$ cat src/rtl/toy_vpack.sv
// rtl/toy_vpack.sv - shared vector widths, unit select and decoded instruction type
package toy_vpack;

  localparam int V_ELEMENT_NUM   = 8;
  localparam int V_OPC_WIDTH     = 7;
  localparam int V_REG_IDX_WIDTH = 5;
  localparam int V_REG_NUM       = 1 << V_REG_IDX_WIDTH;

  typedef enum logic [1:0] {
    V_UNIT_MTX = 2'd0,
    V_UNIT_ALU = 2'd1,
    V_UNIT_LSU = 2'd2,
    V_UNIT_RSV = 2'd3
  } v_unit_e;

  typedef struct packed {
    v_unit_e                    unit;
    logic [V_OPC_WIDTH-1:0]     opcode;
    logic [V_REG_IDX_WIDTH-1:0] vs1;
    logic [V_REG_IDX_WIDTH-1:0] vs2;
    logic [V_REG_IDX_WIDTH-1:0] rd;
    logic                       vd_wr;
  } v_instr_t;

endpackage

$ cat src/rtl/toy_vissue_fifo.sv
// rtl/toy_vissue_fifo.sv - synchronous FIFO of decoded vector instructions
module toy_vissue_fifo
  import toy_vpack::*;
#(
  parameter int DEPTH = 4,
  localparam int AW   = $clog2(DEPTH)
) (
  input  logic          clk,
  input  logic          rst_n,
  input  logic          push,
  input  v_instr_t      push_data,
  input  logic          pop,
  output v_instr_t      head,
  output logic          full,
  output logic          empty,
  output logic [AW:0]   count
);

  v_instr_t        mem [DEPTH];
  logic [AW-1:0]   wr_ptr;
  logic [AW-1:0]   rd_ptr;
  logic            do_push;
  logic            do_pop;

  assign full    = (count == (AW+1)'(DEPTH));
  assign empty   = (count == '0);
  assign do_push = push && !full;
  assign do_pop  = pop && !empty;
  assign head    = mem[rd_ptr];

  always_ff @(posedge clk) begin
    if (do_push) begin
      mem[wr_ptr] <= push_data;
    end
  end

  // DEPTH is a power of two, so pointer wrap is plain overflow.
  always_ff @(posedge clk or negedge rst_n) begin
    if (!rst_n) begin
      wr_ptr <= '0;
      rd_ptr <= '0;
      count  <= '0;
    end else begin
      if (do_push) wr_ptr <= wr_ptr + 1'b1;
      if (do_pop)  rd_ptr <= rd_ptr + 1'b1;
      case ({do_push, do_pop})
        2'b10:   count <= count + 1'b1;
        2'b01:   count <= count - 1'b1;
        default: count <= count;
      endcase
    end
  end

endmodule

$ cat src/rtl/toy_vissue.sv
// rtl/toy_vissue.sv - in-order vector issue with register scoreboard and matrix occupancy
module toy_vissue
  import toy_vpack::*;
#(
  parameter int QUEUE_DEPTH  = 4,
  parameter int MTX_OCC      = 4,
  parameter int LSU_LAT      = 3,
  parameter int SB_CNT_WIDTH = 3
) (
  input  logic                       clk,
  input  logic                       rst_n,
  input  logic                       instr_vld,
  output logic                       instr_rdy,
  input  logic [1:0]                 instr_unit,
  input  logic [V_OPC_WIDTH-1:0]     instr_opcode,
  input  logic [V_REG_IDX_WIDTH-1:0] instr_vs1,
  input  logic [V_REG_IDX_WIDTH-1:0] instr_vs2,
  input  logic [V_REG_IDX_WIDTH-1:0] instr_rd,
  input  logic                       instr_vd_wr,
  output logic                       vmtx_op_en,
  output logic [V_OPC_WIDTH-1:0]     vmtx_opcode,
  output logic [V_REG_IDX_WIDTH-1:0] vmtx_vs1,
  output logic [V_REG_IDX_WIDTH-1:0] vmtx_vs2,
  output logic                       valu_op_en,
  output logic [V_OPC_WIDTH-1:0]     valu_opcode,
  output logic [V_REG_IDX_WIDTH-1:0] valu_vs1,
  output logic [V_REG_IDX_WIDTH-1:0] valu_vs2,
  output logic [4:0]                 valu_rd,
  output logic                       vlsu_op_en,
  output logic [V_OPC_WIDTH-1:0]     vlsu_opcode,
  output logic [V_REG_IDX_WIDTH-1:0] vlsu_vs1,
  output logic [V_REG_IDX_WIDTH-1:0] vlsu_vs2,
  output logic [V_REG_IDX_WIDTH-1:0] vlsu_rd,
  output logic                       idle
);

  localparam int CW = $clog2(QUEUE_DEPTH);
  localparam int MW = (MTX_OCC > 1) ? $clog2(MTX_OCC) : 1;
  localparam logic [MW-1:0]           MTX_LOAD = MW'(MTX_OCC - 1);
  localparam logic [SB_CNT_WIDTH-1:0] SB_LOAD  = SB_CNT_WIDTH'(LSU_LAT);
  localparam logic [SB_CNT_WIDTH-1:0] SB_ONE   = SB_CNT_WIDTH'(1);

  v_instr_t                  in_instr;
  v_instr_t                  head;
  logic                      fifo_full;
  logic                      fifo_empty;
  logic [CW:0]               fifo_count;
  logic                      fifo_pop;

  logic [SB_CNT_WIDTH-1:0]   sb [V_REG_NUM];
  logic [MW-1:0]             mtx_cnt;
  logic                      sb_nz;

  logic                      is_mtx, is_alu, is_lsu, is_rsv;
  logic                      raw, waw, busy;
  logic                      issue_go;
  logic                      sb_load;

  assign in_instr.unit   = v_unit_e'(instr_unit);
  assign in_instr.opcode = instr_opcode;
  assign in_instr.vs1    = instr_vs1;
  assign in_instr.vs2    = instr_vs2;
  assign in_instr.rd     = instr_rd;
  assign in_instr.vd_wr  = instr_vd_wr;

  toy_vissue_fifo #(
    .DEPTH (QUEUE_DEPTH)
  ) u_fifo (
    .clk       (clk),
    .rst_n     (rst_n),
    .push      (instr_vld),
    .push_data (in_instr),
    .pop       (fifo_pop),
    .head      (head),
    .full      (fifo_full),
    .empty     (fifo_empty),
    .count     (fifo_count)
  );

  assign instr_rdy = !fifo_full;

  assign is_mtx = (head.unit == V_UNIT_MTX);
  assign is_alu = (head.unit == V_UNIT_ALU);
  assign is_lsu = (head.unit == V_UNIT_LSU);
  assign is_rsv = (head.unit == V_UNIT_RSV);

  // A count of 1 means the load result lands at the coming edge, so an
  // op issued now already sees it; only counts above 1 are a real hazard.
  assign raw  = (sb[head.vs1] > SB_ONE) || (sb[head.vs2] > SB_ONE);
  assign waw  = is_lsu && head.vd_wr && (sb[head.rd] > SB_ONE);
  assign busy = is_mtx && (mtx_cnt != '0);

  assign issue_go = !fifo_empty && !is_rsv && !raw && !waw && !busy;
  assign fifo_pop = !fifo_empty && (is_rsv || issue_go);
  assign sb_load  = issue_go && is_lsu && head.vd_wr;

  always_comb begin
    sb_nz = 1'b0;
    for (int i = 0; i < V_REG_NUM; i++) begin
      sb_nz = sb_nz | (sb[i] != '0);
    end
  end

  assign idle = (fifo_count == '0) && !sb_nz && (mtx_cnt == '0)
              && !vmtx_op_en && !valu_op_en && !vlsu_op_en;

  // The issuing op's own load wins over the decrement on the same entry.
  always_ff @(posedge clk or negedge rst_n) begin
    if (!rst_n) begin
      for (int i = 0; i < V_REG_NUM; i++) begin
        sb[i] <= '0;
      end
    end else begin
      for (int i = 0; i < V_REG_NUM; i++) begin
        if (sb_load && (head.rd == V_REG_IDX_WIDTH'(i))) begin
          sb[i] <= SB_LOAD;
        end else if (sb[i] != '0) begin
          sb[i] <= sb[i] - 1'b1;
        end
      end
    end
  end

  always_ff @(posedge clk or negedge rst_n) begin
    if (!rst_n) begin
      mtx_cnt <= '0;
    end else if (issue_go && is_mtx) begin
      mtx_cnt <= MTX_LOAD;
    end else if (mtx_cnt != '0) begin
      mtx_cnt <= mtx_cnt - 1'b1;
    end
  end

  // Field buses of units not issuing keep their last values.
  always_ff @(posedge clk or negedge rst_n) begin
    if (!rst_n) begin
      vmtx_op_en  <= 1'b0;
      vmtx_opcode <= '0;
      vmtx_vs1    <= '0;
      vmtx_vs2    <= '0;
      valu_op_en  <= 1'b0;
      valu_opcode <= '0;
      valu_vs1    <= '0;
      valu_vs2    <= '0;
      valu_rd     <= '0;
      vlsu_op_en  <= 1'b0;
      vlsu_opcode <= '0;
      vlsu_vs1    <= '0;
      vlsu_vs2    <= '0;
      vlsu_rd     <= '0;
    end else begin
      vmtx_op_en <= issue_go && is_mtx;
      valu_op_en <= issue_go && is_alu;
      vlsu_op_en <= issue_go && is_lsu;
      if (issue_go && is_mtx) begin
        vmtx_opcode <= head.opcode;
        vmtx_vs1    <= head.vs1;
        vmtx_vs2    <= head.vs2;
      end
      if (issue_go && is_alu) begin
        valu_opcode <= head.opcode;
        valu_vs1    <= head.vs1;
        valu_vs2    <= head.vs2;
        valu_rd     <= head.rd[4:0];
      end
      if (issue_go && is_lsu) begin
        vlsu_opcode <= head.opcode;
        vlsu_vs1    <= head.vs1;
        vlsu_vs2    <= head.vs2;
        vlsu_rd     <= head.rd;
      end
    end
  end

endmodule

$ cat config.mk
export PLATFORM = sky130hd
export DESIGN_NAME = toy_vissue
export DESIGN_NICKNAME = d
export VERILOG_FILES = /design/src/rtl/toy_vpack.sv /design/src/rtl/toy_vissue_fifo.sv /design/src/rtl/toy_vissue.sv
export SDC_FILE = /design/constraint.sdc
export NUM_CORES = 1
export LEC_CHECK = 0
export CELL_PAD_IN_SITES_DETAIL_PLACEMENT = 2
export CELL_PAD_IN_SITES_GLOBAL_PLACEMENT = 2
export CORE_MARGIN = 4
export CORE_UTILIZATION = 37
export CTS_CLUSTER_DIAMETER = 50
export DETAILED_ROUTE_END_ITERATION = 8
export GPL_TIMING_DRIVEN = 0
export PLACE_DENSITY_LB_ADDON = 0.15
export SYNTH_ARGS = -nofsm -noshare
export SYNTH_HDL_FRONTEND = slang
export SYNTH_SLANG_ARGS = --single-unit
$ cat constraint.sdc
create_clock -name clk -period 4 [get_ports clk]
set_input_delay 1.2 -clock clk [delete_from_list [all_inputs] [get_ports clk]]
set_output_delay 1.2 -clock clk [all_outputs]
set_load 0.005 [all_outputs]
* Word-level counts from Yosys, hierarchy flattened
Memory sizes are Yosys's and may differ from the RTL's. Index checks and enable logic that the tools add are counted.
Word-level totals: output and inout bits 66, bits in registers 169, memories kept 1, bits of input ports 28, memory bits (writable) 100, word-level logic and storage cells 377
Cells by class: muxes and demuxes 78, add/subtract/negate cells 37, $lt $le $gt $ge 6, reduce and logical (&&, ||, !) cells 134, bitwise logic cells 34, equality and inequality tests 37
Memories:
- u_fifo.mem | words 4, width 25, read ports 1, clocked after memory_dff 0, wr ports 1, RTL line toy_vissue_fifo.sv:19 | v_instr_t mem [DEPTH];
Operator list (count):
- $mux 3 | 70
- $sub 3x1->3 const B | 33
- $reduce_bool 3->1 | 32
- $eq 5x5->1 const B | 16
- $reduce_bool 2->1 | 35
- $logic_and 1x1->1 | 51
- $bmux 3 s5 | 3
- $eq 5x4->1 const B | 8
- $or 1x1->1 | 31
- $eq 5x3->1 const B | 4
- $ge 6x6->1 const B | 3
- $not 5->6 | 3
- $eq 5x2->1 const B | 2
- $logic_not 1->1 | 10
- $gt 3x1->1 const B | 3
- $eq 2x2->1 const B | 3
- $pmux 3 s2 | 1
- $eq 5x1->1 const B | 1
- $logic_not 5->1 | 1
- $add 2x1->2 const B | 2
- $eq 2x1->1 const B | 2
- $logic_not 2->1 | 2
- $mux 2 | 2
- $add 3x1->3 const B | 1
- other kinds (5) | 7

* Depth between registers and ports, before layout
depth in word-level cells 38, mapped depth 19, gate-level depth less buffers 14

* By module
A second synthesis with hierarchy kept.
Unflattened totals: cell total of the unflattened synthesis 997, area total of the unflattened synthesis 13135.1 um^2
By module, submodules not included:
- toy_vissue | sequential area each 4053.9 um^2, area each 9054.9 um^2, instances 1, cells each 829
- toy_vissue_fifo | sequential area each 3178.0 um^2, area each 4080.2 um^2, instances 1, cells each 168

* Worst setup path before layout
Ideal clock, no wire load.
path kind register to register, start register u_fifo.rd_ptr[0], end register u_fifo.count[2], stages on the path, launching flop included 19, period minus slack after synthesis 3.840 ns, library setup time 0.079 ns, required time 3.921 ns, setup slack 0.160 ns, buffers on the path 4, arrival 3.761 ns, cell sequence dfrtp_1 buf_6 buf_8 mux4_2 nor2b_1 a2bb2o_4 a221o_1 a2bb2oi_2 o211ai_2 or2_1 clkbuf_1 clkbuf_1 a21oi_1 ha_1 inv_1 fa_1 xor2_1 nor2_1 xor2_1
On the way: word-level cells in the longest chain between the ends 16, elaborated cells between the ends (all ways) 38, those cells by class 3 x order compare; 4 x eq/ne; 10 x mux; 3 x bitwise; 17 x reduce/logical; 1 x memory
Ends and longest elaborated chain:
- start: declaration | RTL line toy_vissue_fifo.sv:21 | logic [AW-1:0] rd_ptr;
- start signal: assignment | RTL line toy_vissue_fifo.sv:45 | if (do_pop) rd_ptr <= rd_ptr + 1'b1;
- $mem_v2 4x25 (*)
- $not 5->6 (not written as such) | RTL line toy_vissue.sv:89 | assign raw = (sb[head.vs1] > SB_ONE) || (sb[head.vs2] > SB_ONE);
- $bmux 3 s5 | RTL line toy_vissue.sv:89
- $mux 3 (not written as such) (2 in a row) | RTL line toy_vissue.sv:89
- $gt 3x1->1 | RTL line toy_vissue.sv:89
- $logic_or 1x1->1 | RTL line toy_vissue.sv:89
- $logic_not 1->1 | RTL line toy_vissue.sv:93 | assign issue_go = !fifo_empty && !is_rsv && !raw && !waw && !busy;
- $logic_and 1x1->1 (3 in a row) | RTL line toy_vissue.sv:93
- $logic_or 1x1->1 (*) | RTL line toy_vissue.sv:94 | assign fifo_pop = !fifo_empty && (is_rsv || issue_go);
- $logic_and 1x1->1 (*) | RTL line toy_vissue.sv:94
- $logic_and 1x1->1 (*) | RTL line toy_vissue_fifo.sv:28 | assign do_pop = pop && !empty;
- net u_fifo.do_pop | RTL line toy_vissue_fifo.sv:23 | logic do_pop;
- $eq 2x1->1 or $eq 2x2->1 (tied branches) | RTL line toy_vissue_fifo.sv:46 | case ({do_push, do_pop})
- $pmux 3 s2 or $reduce_bool 2->1 (tied branches)
- end signal: assignment | RTL line toy_vissue_fifo.sv:47 | 2'b10: count <= count + 1'b1;
- end signal: assignment | RTL line toy_vissue_fifo.sv:48 | 2'b01: count <= count - 1'b1;
- end signal: assignment | RTL line toy_vissue_fifo.sv:49 | default: count <= count;
- end: declaration | RTL line toy_vissue_fifo.sv:16 | output logic [AW:0] count
Mark *: on every way through the listed nets, which the timed path passes. The rest lies on a longest branch. The select of a mux whose other input is x is not followed. A chain may end at the register's enable or synchronous reset.

* Final worst setup path
Ends and elaborated chain as after synthesis.

==> flow_summary.ini <==
[outcome]
status = complete, no violations

[drt]
wl_per_cell_um = 24.6
drtIter0Drc = 505
drt_wl_total_um = 42800
route.detailed.drc = 0
viasPerCell = 5.45
first_pass_iters = 4
drtAntennaViolNets = 0
vias = 9488

[cells_and_area]
fin_util_pct = 47.1
fillCellCount = 3573
final_cell_mix = dfrtp_1 (168), edfxtp_1 (100), nor2_1 (99)
nNetsFinal = 1351
syn_to_final_growth_pct = 25.2
final_common_cell = dfrtp_1
n_antenna_cell = 0
multi_input_area_mm2 = 0.00595
drive_above_1_share_pct = 22.8
final_cells = 1742
seq_area_mm2 = 0.00723

[global_route]
grtUsageTotal_pct = 21.7
gr-total-overflow = 0
grt_max_degree = 108
antenna_found_initial = 0
grt_pass1_wl_um = 65800
grt_pass1_vias = 10847

[placed_design]
numPortBuffers = 93
hpwlAfterDp_um = 29800
gp_congestion = 0.796
dp.cells = 1649

[clock_network]
htree_levels = 2
cts_buffer_depth = 3
cts_sinks = 269
numCtsBuffers = 38
cts_hold_buf = 0
cts_tree = done
cts.clk_slew.worst_paths_ns = 0.06
clk_latency_ns = 0.53
root_buffer = clkbuf_16

[floorplan]
rows = 69
initial_core_util_pct = 37.6
die_h_um = 199
die-area_mm2 = 0.0394
boundaryPins = 94
coreArea_mm2 = 0.0357
die_w_um = 199

[worst_setup_path]
slowest_stage = mux4_2
critPathKind = reg2reg
regToRegSetupSlack_ns = 0.11
critPathTopFamily = compound AO/OA/AOI/OAI gates
path_max_fanout = 11
cp.required_ns = 4.44
worstSetupEndpointType = flip-flop
critPathLaunchType = flip-flop
arrival_ns = 4.32
crit_chain = buf_6, mux4_2, buf_6, buf_6, o311ai_1, a41oi_2, nor3_2, o211ai_4, or2_4, a21oi_4, ha_4, inv_1, fa_2, xor2_1, nor2_1, xor2_1
max_stage_delay_ns = 0.57
worst-path-buf-inv = 4
cpMostUsedCell = buf_6

[synth]
synth_nets = 1193
ys_types = 56
yosysWarnings = 0
async_reset_ff_share_pct = 62.8
yosysSeqAreaShare_pct = 53.8
synthDominantCellAreaShare_pct = 31.5
synth-main-ff-cell = dfrtp_1
synth_area_leaders = dfrtp_1 (31%), edfxtp_1 (22%), ha_1 (6.5%)
syn_area_mm2 = 0.0134
synth_top_area_cell = dfrtp_1
ys_ff_latch = 269
synth_edf_count = 100
synthCells = 1094
syn_avg_cell_area_um2 = 12.3

[sta]
hold_viol = 0
timing.final.crit_period_ns = 3.89
report.final.setup_viol = 0
period_share_pct = 97.2
worst_pin_slew_ns = 0.914
fmax_mhz = 257
whs_ns = 0.509
finalClockSkew_ns = 0.0351
slew_headroom_pct = 39.1
finalMaxSlewViolations = 0
rsz0062_at_grt = yes

[worst_hold_path]
min_path_type = reg2reg

[power]
vdd.ir_drop.worst_uv = 464
total_power_mw = 16.4
p_leak_nw = 7.00
power.density_mw_per_mm2 = 977

[flow_run]
maxCapViolCount = 0
-- cell families (layout without fill, tap and decap cells) --
kind of cell             after synthesis  in the layout  share of synthesized area, %
AND/OR/NAND/NOR                      271            271                          9.66
AO/OA/AOI/OAI                        173            173                          8.80
XOR/XNOR                              37             37                          2.41
buffers and inverters                126            313                          4.19
flip-flops                           269            269                          53.8
adder cells (fa/ha/maj)               71             71                          6.66
multiplexers                         147            147                          14.5
-- worst paths after layout --
check / startpoint / end / depth (start not counted)
setup / recovery: u_fifo.rd_ptr[0]$_DFFE_PN0P_ / u_fifo.count[2]$_DFFE_PN0P_ / 16
max in group asynchronous: rst_n / sb[51]$_DFFE_PN0P_ / 2
min in group asynchronous: rst_n / u_fifo.wr_ptr[1]$_DFFE_PN0P_ / 1
hold reg to reg: vmtx_vs2[4]$_DFFE_PN0P_ / vmtx_vs2[4]$_DFFE_PN0P_ / 1
hold / removal: vmtx_vs2[4]$_DFFE_PN0P_ / vmtx_vs2[4]$_DFFE_PN0P_ / 1
setup reg to reg: u_fifo.rd_ptr[0]$_DFFE_PN0P_ / u_fifo.count[2]$_DFFE_PN0P_ / 16
-- registers in the layout, indices dropped and copies added, names as in the netlist, 7 cells and up --
name,count
valu_opcode,7
u_fifo.mem,100
sb,96
vmtx_opcode,7
vlsu_opcode,7
-- worst register-to-register path: cells and delay by family (launching register included) --
family	cells	cell delay [ns]
adders and majority gates	2	0.49
and+or+nand+nor	3	0.74
AOI/OAI and AO/OA	4	0.79
DFF	1	0.34
muxes	1	0.57
xor gates and xnor gates	2	0.33
buffers and inverters	4	0.54
-- report_power, final --
group          switching, mW  leakage (nW)  internal (mW)
logic                   4.49          3.45           3.74
registers              0.805          2.94           4.01
clock network           1.30         0.617           2.09
total                   6.60          7.00           9.84
-- cells in the mapped netlist, drive strengths merged (22+ instances only) --
cell	count
nor3	33
nand2	37
xnor2	34
dfrtp	169
mux4	26
edfxtp	100
o21ai	56
inv	76
mux2i	58
a21oi	22
buf	30
nor2	102
a31o	32
nand2b	36
ha	70
mux2	63
-- final cells by class --
class / instances / share of cell area (%)
multi-input combinational: 699 / 35.3
clock buffer: 48 / 6.05
clock inverter: 21 / 1.56
inverter: 76 / 1.72
timing repair buffer: 123 / 7.16
buffer: 45 / 1.78
sequential: 269 / 43.0
tap: 461 / 3.43
-- stage by stage --
stage	area [µm²]	TNS (ns)	setup slack, ns
floorplan	13400	0	0.160
global placement	15000	-1032.44	-6.09
detailed placement	15000	-12.09	-0.979
CTS	16600	0	0.000332
global route	16800	-0.0551	-0.0277
finish	16800	0	0.113
-- per-layer routing --
layer	global-route usage [%]	share of wire (%)
met3	4.96	5.4
met2	37.2	50
met1	28.1	43
met5	0	0
met4	5.40	2.2
-- what timing repair did --
item	in CTS	in global routing
gates resized for setup	64	22
setup buffers	16	12
cloned	0	1
pin swaps	9	12
setup endpoints to repair	114	28
Power figures use the tool's default switching activity.
